`src/rtl/pipeline_mdu.sv`:
```
// Iterative multiply/divide unit (MULT/MULTU/DIV/DIVU) with HI/LO result registers.
// Ports: clk, reset (sync, active-high), start/op/a/b request, flush cancel;
//        busy/done handshake, hi/lo results, div_by_zero flag.
// Optional macro MDU_RADIX4_EN: two iterations per cycle (latency WIDTH/2+1).
module pipeline_mdu #(
    parameter int WIDTH = 32
) (
    input  logic             clk,
    input  logic             reset,
    input  logic             start,
    input  logic [1:0]       op,
    input  logic [WIDTH-1:0] a,
    input  logic [WIDTH-1:0] b,
    input  logic             flush,
    output logic             busy,
    output logic             done,
    output logic [WIDTH-1:0] hi,
    output logic [WIDTH-1:0] lo,
    output logic             div_by_zero
);

    localparam int CW = $clog2(WIDTH + 1);
`ifdef MDU_RADIX4_EN
    localparam int STEPS = 2;
    localparam logic [CW-1:0] CNT_INIT = CW'(WIDTH / 2);
`else
    localparam int STEPS = 1;
    localparam logic [CW-1:0] CNT_INIT = CW'(WIDTH);
`endif

    typedef enum logic [1:0] {IDLE, RUN, DONE} state_t;

    state_t state, next_state;

    logic             is_div;
    logic             neg_res;
    logic             neg_rem;
    logic [CW-1:0]    cnt;
    logic [WIDTH-1:0] acc;
    logic [WIDTH-1:0] mq;
    logic [WIDTH-1:0] mcand;

    logic             accept;
    logic             last;
    logic [WIDTH-1:0] a_mag;
    logic [WIDTH-1:0] b_mag;
    logic [WIDTH-1:0] acc_n;
    logic [WIDTH-1:0] mq_n;
    logic [WIDTH:0]   sh;
    logic [WIDTH:0]   sum;
    logic [2*WIDTH-1:0] prod;

    assign accept = start && !flush && (state != RUN);
    assign last   = (cnt == CW'(1));
    assign busy   = (state == RUN);
    assign done   = (state == DONE);

    // Signed ops iterate on magnitudes; signs are fixed up at commit.
    assign a_mag = (op[0] && a[WIDTH-1]) ? -a : a;
    assign b_mag = (op[0] && b[WIDTH-1]) ? -b : b;

    always_ff @(posedge clk) begin
        if (reset) begin
            state <= IDLE;
        end else begin
            state <= next_state;
        end
    end

    always_comb begin
        next_state = state;
        case (state)
            IDLE, DONE: begin
                next_state = IDLE;
                if (accept) begin
                    if (op[1] && (b == '0)) begin
                        next_state = DONE;
                    end else begin
                        next_state = RUN;
                    end
                end
            end
            RUN: begin
                if (flush) begin
                    next_state = IDLE;
                end else if (last) begin
                    next_state = DONE;
                end
            end
            default: next_state = IDLE;
        endcase
    end

    // One (or two) shift-add / restoring-divide iterations.
    // Multiply: {acc,mq} holds partial product and remaining multiplier bits.
    // Divide: acc is the partial remainder, mq shifts dividend out and quotient in.
    always_comb begin
        acc_n = acc;
        mq_n  = mq;
        sh    = '0;
        sum   = '0;
        for (int i = 0; i < STEPS; i++) begin
            if (is_div) begin
                sh = {acc_n, mq_n[WIDTH-1]};
                if (sh >= {1'b0, mcand}) begin
                    acc_n = WIDTH'(sh - {1'b0, mcand});
                    mq_n  = {mq_n[WIDTH-2:0], 1'b1};
                end else begin
                    acc_n = sh[WIDTH-1:0];
                    mq_n  = {mq_n[WIDTH-2:0], 1'b0};
                end
            end else begin
                sum   = {1'b0, acc_n} + (mq_n[0] ? {1'b0, mcand} : '0);
                mq_n  = {sum[0], mq_n[WIDTH-1:1]};
                acc_n = sum[WIDTH:1];
            end
        end
    end

    assign prod = neg_res ? -{acc_n, mq_n} : {acc_n, mq_n};

    always_ff @(posedge clk) begin
        if (reset) begin
            is_div      <= 1'b0;
            neg_res     <= 1'b0;
            neg_rem     <= 1'b0;
            cnt         <= '0;
            acc         <= '0;
            mq          <= '0;
            mcand       <= '0;
            hi          <= '0;
            lo          <= '0;
            div_by_zero <= 1'b0;
        end else if (accept) begin
            is_div      <= op[1];
            neg_res     <= op[0] & (a[WIDTH-1] ^ b[WIDTH-1]);
            neg_rem     <= op[0] & a[WIDTH-1];
            cnt         <= CNT_INIT;
            acc         <= '0;
            mq          <= op[1] ? a_mag : b_mag;
            mcand       <= op[1] ? b_mag : a_mag;
            div_by_zero <= 1'b0;
            if (op[1] && (b == '0)) begin
                hi          <= a;
                lo          <= '1;
                div_by_zero <= 1'b1;
            end
        end else if ((state == RUN) && !flush) begin
            acc <= acc_n;
            mq  <= mq_n;
            cnt <= cnt - CW'(1);
            if (last) begin
                if (is_div) begin
                    hi <= neg_rem ? -acc_n : acc_n;
                    lo <= neg_res ? -mq_n : mq_n;
                end else begin
                    hi <= prod[2*WIDTH-1:WIDTH];
                    lo <= prod[WIDTH-1:0];
                end
            end
        end
    end

endmodule

```
`config.mk`:
```
export PLATFORM = sky130hd
export DESIGN_NAME = pipeline_mdu
export DESIGN_NICKNAME = d
export VERILOG_FILES = /design/src/rtl/pipeline_mdu.sv
export SDC_FILE = /design/constraint.sdc
export NUM_CORES = 1
export LEC_CHECK = 0
export ABC_CLOCK_PERIOD_IN_PS = 12100
export BUFFER_PORTS_ARGS = -buffer_cell sky130_fd_sc_hd__buf_2
export CELL_PAD_IN_SITES_DETAIL_PLACEMENT = 1
export CELL_PAD_IN_SITES_GLOBAL_PLACEMENT = 1
export CORE_UTILIZATION = 45
export CTS_CLUSTER_DIAMETER = 200
export DETAILED_ROUTE_END_ITERATION = 12
export MAX_ROUTING_LAYER = met4
export PLACE_DENSITY = 0.82
export SETUP_SLACK_MARGIN = 0.15
export SLEW_MARGIN = 10
export SYNTH_ARGS = -nofsm -noshare
export SYNTH_HDL_FRONTEND = slang
export SYNTH_SLANG_ARGS = --single-unit
```
`constraint.sdc`:
```
create_clock -name clk -period 12.1 [get_ports clk]
set_clock_uncertainty 0.2 [all_clocks]
set_input_delay 1.21 -clock clk [delete_from_list [all_inputs] [get_ports clk]]
set_output_delay 1.21 -clock clk [all_outputs]
set_load 0.1 [all_outputs]
```
==> impl_metrics.json, run 1 <==
{
  "status": "complete, no violations",
  "numClockSinks": 172,
  "cts_root_buffer": "clkbuf_16",
  "grt_use_total_pct": 39.58,
  "crit_top_cell": "inv_1",
  "num_vias": 17390,
  "syn_inst": 2144,
  "io_pins": 137,
  "rsz0062_at_grt": "no",
  "fmax_ghz": 0.1466,
  "wl_um": 69200,
  "swShare_pct": 39.32,
  "syn_to_final_growth_pct": 9.376,
  "nets": 2320,
  "wl_per_cell_um": 26.18,
  "sequentialPowerShare_pct": 34.1,
  "ys.flop_type": "dfxtp_1",
  "final_core_util_pct": 50.64,
  "critPathSlowestCell": "nor4_1",
  "critPathArrivalTime_ns": 6.98,
  "ys_ff_latch": 172,
  "drtIter0Drc": 1473,
  "p_comb_share_pct": 32.4,
  "synth_area_leaders": "dfxtp_1, nand2_1, a21oi_1",
  "dieArea_mm2": 0.03559,
  "cts_made_buffers": 17,
  "ctsHtreeMaxLevel": 4,
  "finalHoldViolCount": 0,
  "gp_congestion": 1.000,
  "worstPathRequired_ns": 12.26,
  "peakVddDrop_uv": 111.8,
  "crit_buf_inv": 3,
  "hold_buffers": 0,
  "reg2reg_setup_slack_ns": 5.28,
  "grt_pass1_wl_um": 104600,
  "worst_setup_path_end_kind": "flip-flop",
  "finalCriticalPeriod_ns": 6.823,
  "synthArstFlopShare_pct": 0,
  "fin_tns_setup_ns": 0,
  "nFillCells": 4359,
  "viasPerCell": 6.578,
  "dieHeight_um": 188.7,
  "synth_top_cell_area_share_pct": 21.96,
  "clkLatencyLatePin_ns": 0.47,
  "drive_gt1_share_pct": 12.87,
  "total_power_uw": 1780,
  "place_hpwl_um": 52360,
  "grt_overflow_total": 0,
  "power.switching_uw": 699.8,
  "crit_family": "simple AND/OR/NAND/NOR gates",
  "io_buffers": 136,
  "grt_max_degree": 79,
  "synth_edf_count": 0,
  "power_density_mw_per_mm2": 103.8,
  "clockPowerShare_pct": 33.5,
  "path_max_fanout": 16,
  "drtAntennaViolNets": 0,
  "antenna_found_initial": 5,
  "path_cells": "inv_1, ha_1, a21o_1, a21oi_1, nand2_1, a31oi_4, a211o_2, nand3_1, o21a_1, inv_1, ha_1, o21ai_0, or4_1, nand4b_1, nor3_1, inv_1, nor4_1, nand4_1, o21ai_1, a221oi_1, xor2_1, a2111oi_2",
  "synth_area_mm2": 0.01568,
  "ys_seq_area_share_pct": 21.96,
  "max_cap_viol_count": 0,
  "synthesis.nets": 2286,
  "post-route-period-util_pct": 56.39,
  "grt_pass1_vias": 16980,
  "cts_buffer_depth": 2,
  "p_int_uw": 1080,
  "drv_slew": 0,
  "synth_area_per_cell_um2": 7.313,
  "drc": 0,
  "finalSetupViolations": 0,
  "hp-class": "reg -> reg",
  "synth_top_cell_by_area": "dfxtp_1",
  "post-cts-setup-buffers": 0,
  "yosysWarningCount": 0,
  "clk_pin_slew_ns": 0.08,
  "die_x_um": 188.7,
  "row_count": 67,
  "tightest_slew_ns": 1.189,
  "leakage_uw": 0.006692,
  "slew_headroom_pct": 20.09,
  "firstDrtPassIters": 6,
  "core_area_mm2": 0.03387,
  "start_util_pct": 46.30,
  "crit_type": "reg -> reg",
  "cpPeakStageDelay_ns": 0.63,
  "setup.worst_path.start_class": "flip-flop",
  "post_cts_resize_count": 0,
  "cts_tree": "built",
  "synth_cell_types": 93
}
==> flip-flops by register name, summed over array words and instances (netlist names) <==
register,count
mcand,32
lo,32
acc,32
state,2
div_by_zero,1
is_div,1
hi,32
mq,32
cnt,6
neg_rem,1
neg_res,1
==> metal layers <==
metal / track usage, % / vias up / routed length, µm / part of all wire [%]
li1: - / 7894 / - / -
met1: 50.75 / 8676 / 29920 / 43
met2: 60.35 / 677 / 31080 / 45
met3: 7.096 / 139 / 5052 / 7.3
met4: 17.87 / 0 / 3145 / 4.5
met5: - / - / 0 / 0
==> cell usage in the layout (no fill, tap or decap), types with 42 or more instances in the layout <==
| cell type | Yosys | final |
|---|---|---|
| a21oi_1 | 177 | 176 |
| inv_1 | 69 | 69 |
| nand2_1 | 259 | 257 |
| nor2_1 | 232 | 229 |
| and2_1 | 42 | 42 |
| o211ai_1 | 69 | 69 |
| buf_2 | 10 | 135 |
| xor2_1 | 60 | 60 |
| dfxtp_1 | 172 | 171 |
| xnor2_1 | 99 | 99 |
| a211oi_1 | 59 | 59 |
| nor3_1 | 59 | 59 |
| ha_1 | 70 | 70 |
| o21ai_0 | 113 | 113 |
| nand3_1 | 48 | 48 |
==> cells in the mapped netlist (27+ instances only) <==
master and number:
a31oi_1 28, xor2_1 60, a21o_1 27, nand3_1 48, a21oi_1 177, dfxtp_1 172, mux2i_1 35, o21ai_0 113
nand2_1 259, xnor2_1 99, o211ai_1 69, a211oi_1 59, and2_1 42, clkbuf_1 112, nor3_1 59, nor2_1 232
inv_1 69, ha_1 70, nand4_1 29
==> per-stage QoR <==
stage          cells  worst slack, ns  hold slack (ns)  area, µm²
2_1_floorplan   2144            6.647           0.2403      15680
3_3_place_gp    2606            5.791           0.2370      16510
3_5_place_dp    2606            5.507           0.2486      16510
4_1_cts         2638            5.466           0.2609      17110
5_1_grt         2643            5.011           0.2828      17150
6_report        2643            5.277           0.2628      17150
==> tightest hold or removal path: stages (launching register included) <==
cell,delay [ns]
dfxtp_1,0.32
nand2_1,0.05
a21oi_1,0.05
==> logic make-up after synthesis <==
logic type      synth area share [%]
compound gates                 29.71
xor+xnor                       8.881
fa+ha+maj                      5.841
buf+inv                        5.538
flops                          21.96
mux                            3.096
simple gates                   24.98
==> power groups by stage <==
stage	sequential, µW	combinational (µW)	clock, µW
6_report	607	577	596
3_5_place_dp	619	556	0
3_3_place_gp	617	543	0
5_1_grt	609	613	620
2_1_floorplan	613	379	0
4_1_cts	606	560	597
==> final timing paths <==
| path | from | to | cells after the start |
|---|---|---|---|
| worst max-delay path | mcand[3] | hi[18] | 22 |
| worst min-delay path | div_by_zero | div_by_zero | 2 |
| worst max register to register | mcand[3] | hi[18] | 22 |
| worst min register to register | div_by_zero | div_by_zero | 2 |
==> cell type report <==
cell class,instances,area [µm²],share of cell area [%]
Antenna cell,4,10.01,0.05836
Sequential cell,172,3447,20.10
Clock buffer,20,446.7,2.605
Timing Repair Buffer,158,868.3,5.063
Tap cell,448,560.5,3.268
Multi-Input combinational cell,1760,11410,66.51
Clock inverter,12,152.6,0.8901
Inverter,69,259.0,1.510
Note: power is estimated with default switching activity, not from simulation.
==> run 2: changes to the inputs <==
--- a/config.mk
+++ b/config.mk
@@ -5,15 +5,16 @@
 export SDC_FILE = /design/constraint.sdc
 export NUM_CORES = 1
 export LEC_CHECK = 0
-export ABC_CLOCK_PERIOD_IN_PS = 12100
+export ABC_AREA = 1
+export ABC_CLOCK_PERIOD_IN_PS = 5500
 export BUFFER_PORTS_ARGS = -buffer_cell sky130_fd_sc_hd__buf_2
 export CELL_PAD_IN_SITES_DETAIL_PLACEMENT = 1
 export CELL_PAD_IN_SITES_GLOBAL_PLACEMENT = 1
-export CORE_UTILIZATION = 45
+export CORE_UTILIZATION = 39
 export CTS_CLUSTER_DIAMETER = 200
 export DETAILED_ROUTE_END_ITERATION = 12
 export MAX_ROUTING_LAYER = met4
-export PLACE_DENSITY = 0.82
+export PLACE_DENSITY = 0.79
 export SETUP_SLACK_MARGIN = 0.15
 export SLEW_MARGIN = 10
 export SYNTH_ARGS = -nofsm -noshare
==> constraint.sdc (replaced) <==
create_clock -name clk -period 5.5 [get_ports clk]
set_clock_uncertainty 0.2 [all_clocks]
set_input_delay 0.55 -clock clk [delete_from_list [all_inputs] [get_ports clk]]
set_output_delay 0.55 -clock clk [all_outputs]
set_load 0.1 [all_outputs]
==> run 2 against run 1 <==
  * Sequential share of layout area fell by 2.2 points
  * Setup slack got worse by 4.7 ns
  * Cell count rose by 41%
  * Worst hold slack got worse by 0.078 ns
  * Critical path depth rose by 3
  * First-iteration DRC count rose by 29%
  * Combinational power rose to 3.6 times the previous value
  * Sequential power rose by 120%
  * Synthesized area rose by 10%
  * Utilization fell by 6.3 points
  * Clock-buffer cell count fell by 3
==> impl_metrics.json, run 2 <==
{
  "post-route-period-util_pct": 90.23,
  "leakage_uw": 0.01030,
  "row_count": 76,
  "synth_top_cell_by_area": "dfxtp_1",
  "status": "complete, no violations",
  "fmax_ghz": 0.2015,
  "tightest_slew_ns": 0.9885,
  "die_x_um": 212.4,
  "critPathSlowestCell": "dfxtp_1",
  "grt_max_degree": 68,
  "post_cts_resize_count": 0,
  "firstDrtPassIters": 6,
  "rsz0062_at_grt": "no",
  "setup.worst_path.start_class": "flip-flop",
  "synth_area_per_cell_um2": 5.702,
  "cts_root_buffer": "clkbuf_16",
  "crit_family": "simple AND/OR/NAND/NOR gates",
  "ys_ff_latch": 172,
  "p_comb_share_pct": 44.2,
  "viasPerCell": 5.759,
  "mostFrequentLayoutCell": "nand2_1",
  "ctsHtreeMaxLevel": 4,
  "path_max_fanout": 18,
  "worst_setup_path_end_kind": "flip-flop",
  "finalHoldViolCount": 0,
  "max_cap_viol_count": 0,
  "nets": 3267,
  "grt_pass1_vias": 21200,
  "finalSetupViolations": 0,
  "yosysWarningCount": 0,
  "crit_type": "reg -> reg",
  "drc": 0,
  "grt_overflow_total": 0,
  "nFillCells": 6191,
  "synth_top_cell_area_share_pct": 19.95,
  "cts_made_buffers": 17,
  "worstPathRequired_ns": 5.73,
  "sequentialPowerShare_pct": 28.3,
  "numClockSinks": 172,
  "clkLatencyLatePin_ns": 0.52,
  "wl_per_cell_um": 25.11,
  "syn_inst": 3027,
  "wl_um": 93520,
  "crit_top_cell": "nand3_1",
  "ys_seq_area_share_pct": 19.95,
  "peakVddDrop_uv": 226.1,
  "cpPeakStageDelay_ns": 0.49,
  "clk_pin_slew_ns": 0.08,
  "io_pins": 137,
  "synth_cell_types": 59,
  "finalCriticalPeriod_ns": 4.963,
  "critPathArrivalTime_ns": 5.19,
  "power_density_mw_per_mm2": 247.4,
  "grt_pass1_wl_um": 135800,
  "dieHeight_um": 212.4,
  "cts_tree": "built",
  "synth_area_leaders": "dfxtp_1, nand2_1, inv_1",
  "synthesis.nets": 3169,
  "ys.flop_type": "dfxtp_1",
  "power.switching_uw": 2288,
  "final_cell_mix": "nand2_1, inv_1, nor2_1, nand3_1, o21ai_0",
  "fin_tns_setup_ns": 0,
  "grt_use_total_pct": 42.75,
  "drtAntennaViolNets": 0,
  "drv_slew": 0,
  "gp_congestion": 1.101,
  "post-place-ws_ns": 0.5905,
  "swShare_pct": 48.12,
  "synth.most_common_cell": "nand2_1",
  "place_hpwl_um": 76330,
  "start_util_pct": 39.80,
  "crit_buf_inv": 3,
  "dieArea_mm2": 0.04510,
  "slew_headroom_pct": 33.63,
  "p_int_uw": 2467,
  "io_buffers": 136,
  "hp-class": "in -> reg",
  "drive_gt1_share_pct": 10.52,
  "core_area_mm2": 0.04336,
  "num_vias": 21450,
  "synthArstFlopShare_pct": 0,
  "drtIter0Drc": 1903,
  "hold_buffers": 0,
  "clockPowerShare_pct": 27.5,
  "antenna_found_initial": 2,
  "synth_edf_count": 0,
  "syn_to_final_growth_pct": 11.36,
  "cts_buffer_depth": 2,
  "synth_common_cells": "nand2_1, inv_1, nor2_1",
  "setup_ws_ns": 0.5371,
  "synth_area_mm2": 0.01726
}
## run 2: cell count changes after synthesis, moves of 23 or more
cell and delta:
inv_1 +434, a211oi_1 -52, nand2_1 +547, a21o_1 -24, nand3_1 +195, xnor2_1 -67
nor2_1 +63, clkbuf_1 -40, mux2i_1 -35, and2_1 -42, nor3_1 -23, o21ai_0 +97
## run 2: final cells by class
cell class	count	area (µm²)	share of cell area, %
tap	585	732.0	3.808
timing repair buffer	188	1071	5.573
sequential	172	3450	17.95
clock inverter	15	168.9	0.8788
multi-input combinational	2228	11420	59.44
inverter	518	1944	10.12
antenna	2	5.005	0.02604
clock buffer	17	425.4	2.213
## run 2: power by group through the flow
stage | Clock, µW | Combinational, µW | Sequential (µW)
2_1_floorplan | 0 | 1300 | 1360
3_3_place_gp | 0 | 1980 | 1370
3_5_place_dp | 0 | 2020 | 1370
4_1_cts | 1320 | 2030 | 1340
5_1_grt | 1360 | 2240 | 1350
6_report | 1310 | 2100 | 1340
## run 2: stage by stage
stage | total power [µW] | cell area, µm² | hold WS (ns) | utilization [%] | instances
2_1_floorplan | 2658 | 17260 | 0.2485 | - | 3027
3_3_place_gp | 3348 | 18600 | 0.2514 | 42.89 | 3688
3_5_place_dp | 3387 | 18600 | 0.2627 | 42.89 | 3688
4_1_cts | 4686 | 19190 | 0.1713 | 44.26 | 3720
5_1_grt | 4952 | 19220 | 0.2119 | 44.32 | 3725
6_report | 4755 | 19220 | 0.1850 | 44.32 | 3725
## run 2: cells by family (layout without fill, tap and decap cells)
kind of cell	Yosys count	count (layout)	share of synthesized area, %
AO/OA/AOI/OAI	539	539	17.94
adder cells (fa/ha/maj)	72	72	5.307
AND/OR/NAND/NOR	1525	1525	38.06
buffers and inverters	627	738	14.08
other	0	2	0
flip-flops	172	172	19.95
XOR/XNOR	92	92	4.669
## run 2: timing repair
item / CTS / global route
setup endpoints to repair: 0 / 4
setup buffers: 0 / 3
endpoints found under the hold margin: 0 / 0
## run 2: path summary, 6_finish.rpt
path | endpoint | cells after the start | startpoint | slack (ns)
worst max-delay path | hi[16] | 25 | acc[11] | 0.54
worst min-delay path | hi[23] | 5 | a[23] | 0.18
worst max register to register | hi[16] | 25 | acc[11] | 0.54
worst min register to register | lo[22] | 2 | lo[22] | 0.27
## run 2: worst min-delay path, cell delays in order
cell	delay, ns
buf_2	0.11
nand2_1	0.05
nand3_1	0.08
nand2_1	0.05
inv_1	0.04
## run 2: routing by layer
metal | wire length (µm) | share of wire (%) | GRT usage (%) | vias to the layer above
met4 | 5771 | 6.2 | 24.21 | 0
met2 | 41700 | 45 | 65.65 | 913
met1 | 38880 | 42 | 51.88 | 10400
li1 | - | - | - | 9892
met5 | 0 | 0 | - | -
met3 | 7159 | 7.7 | 8.907 | 244
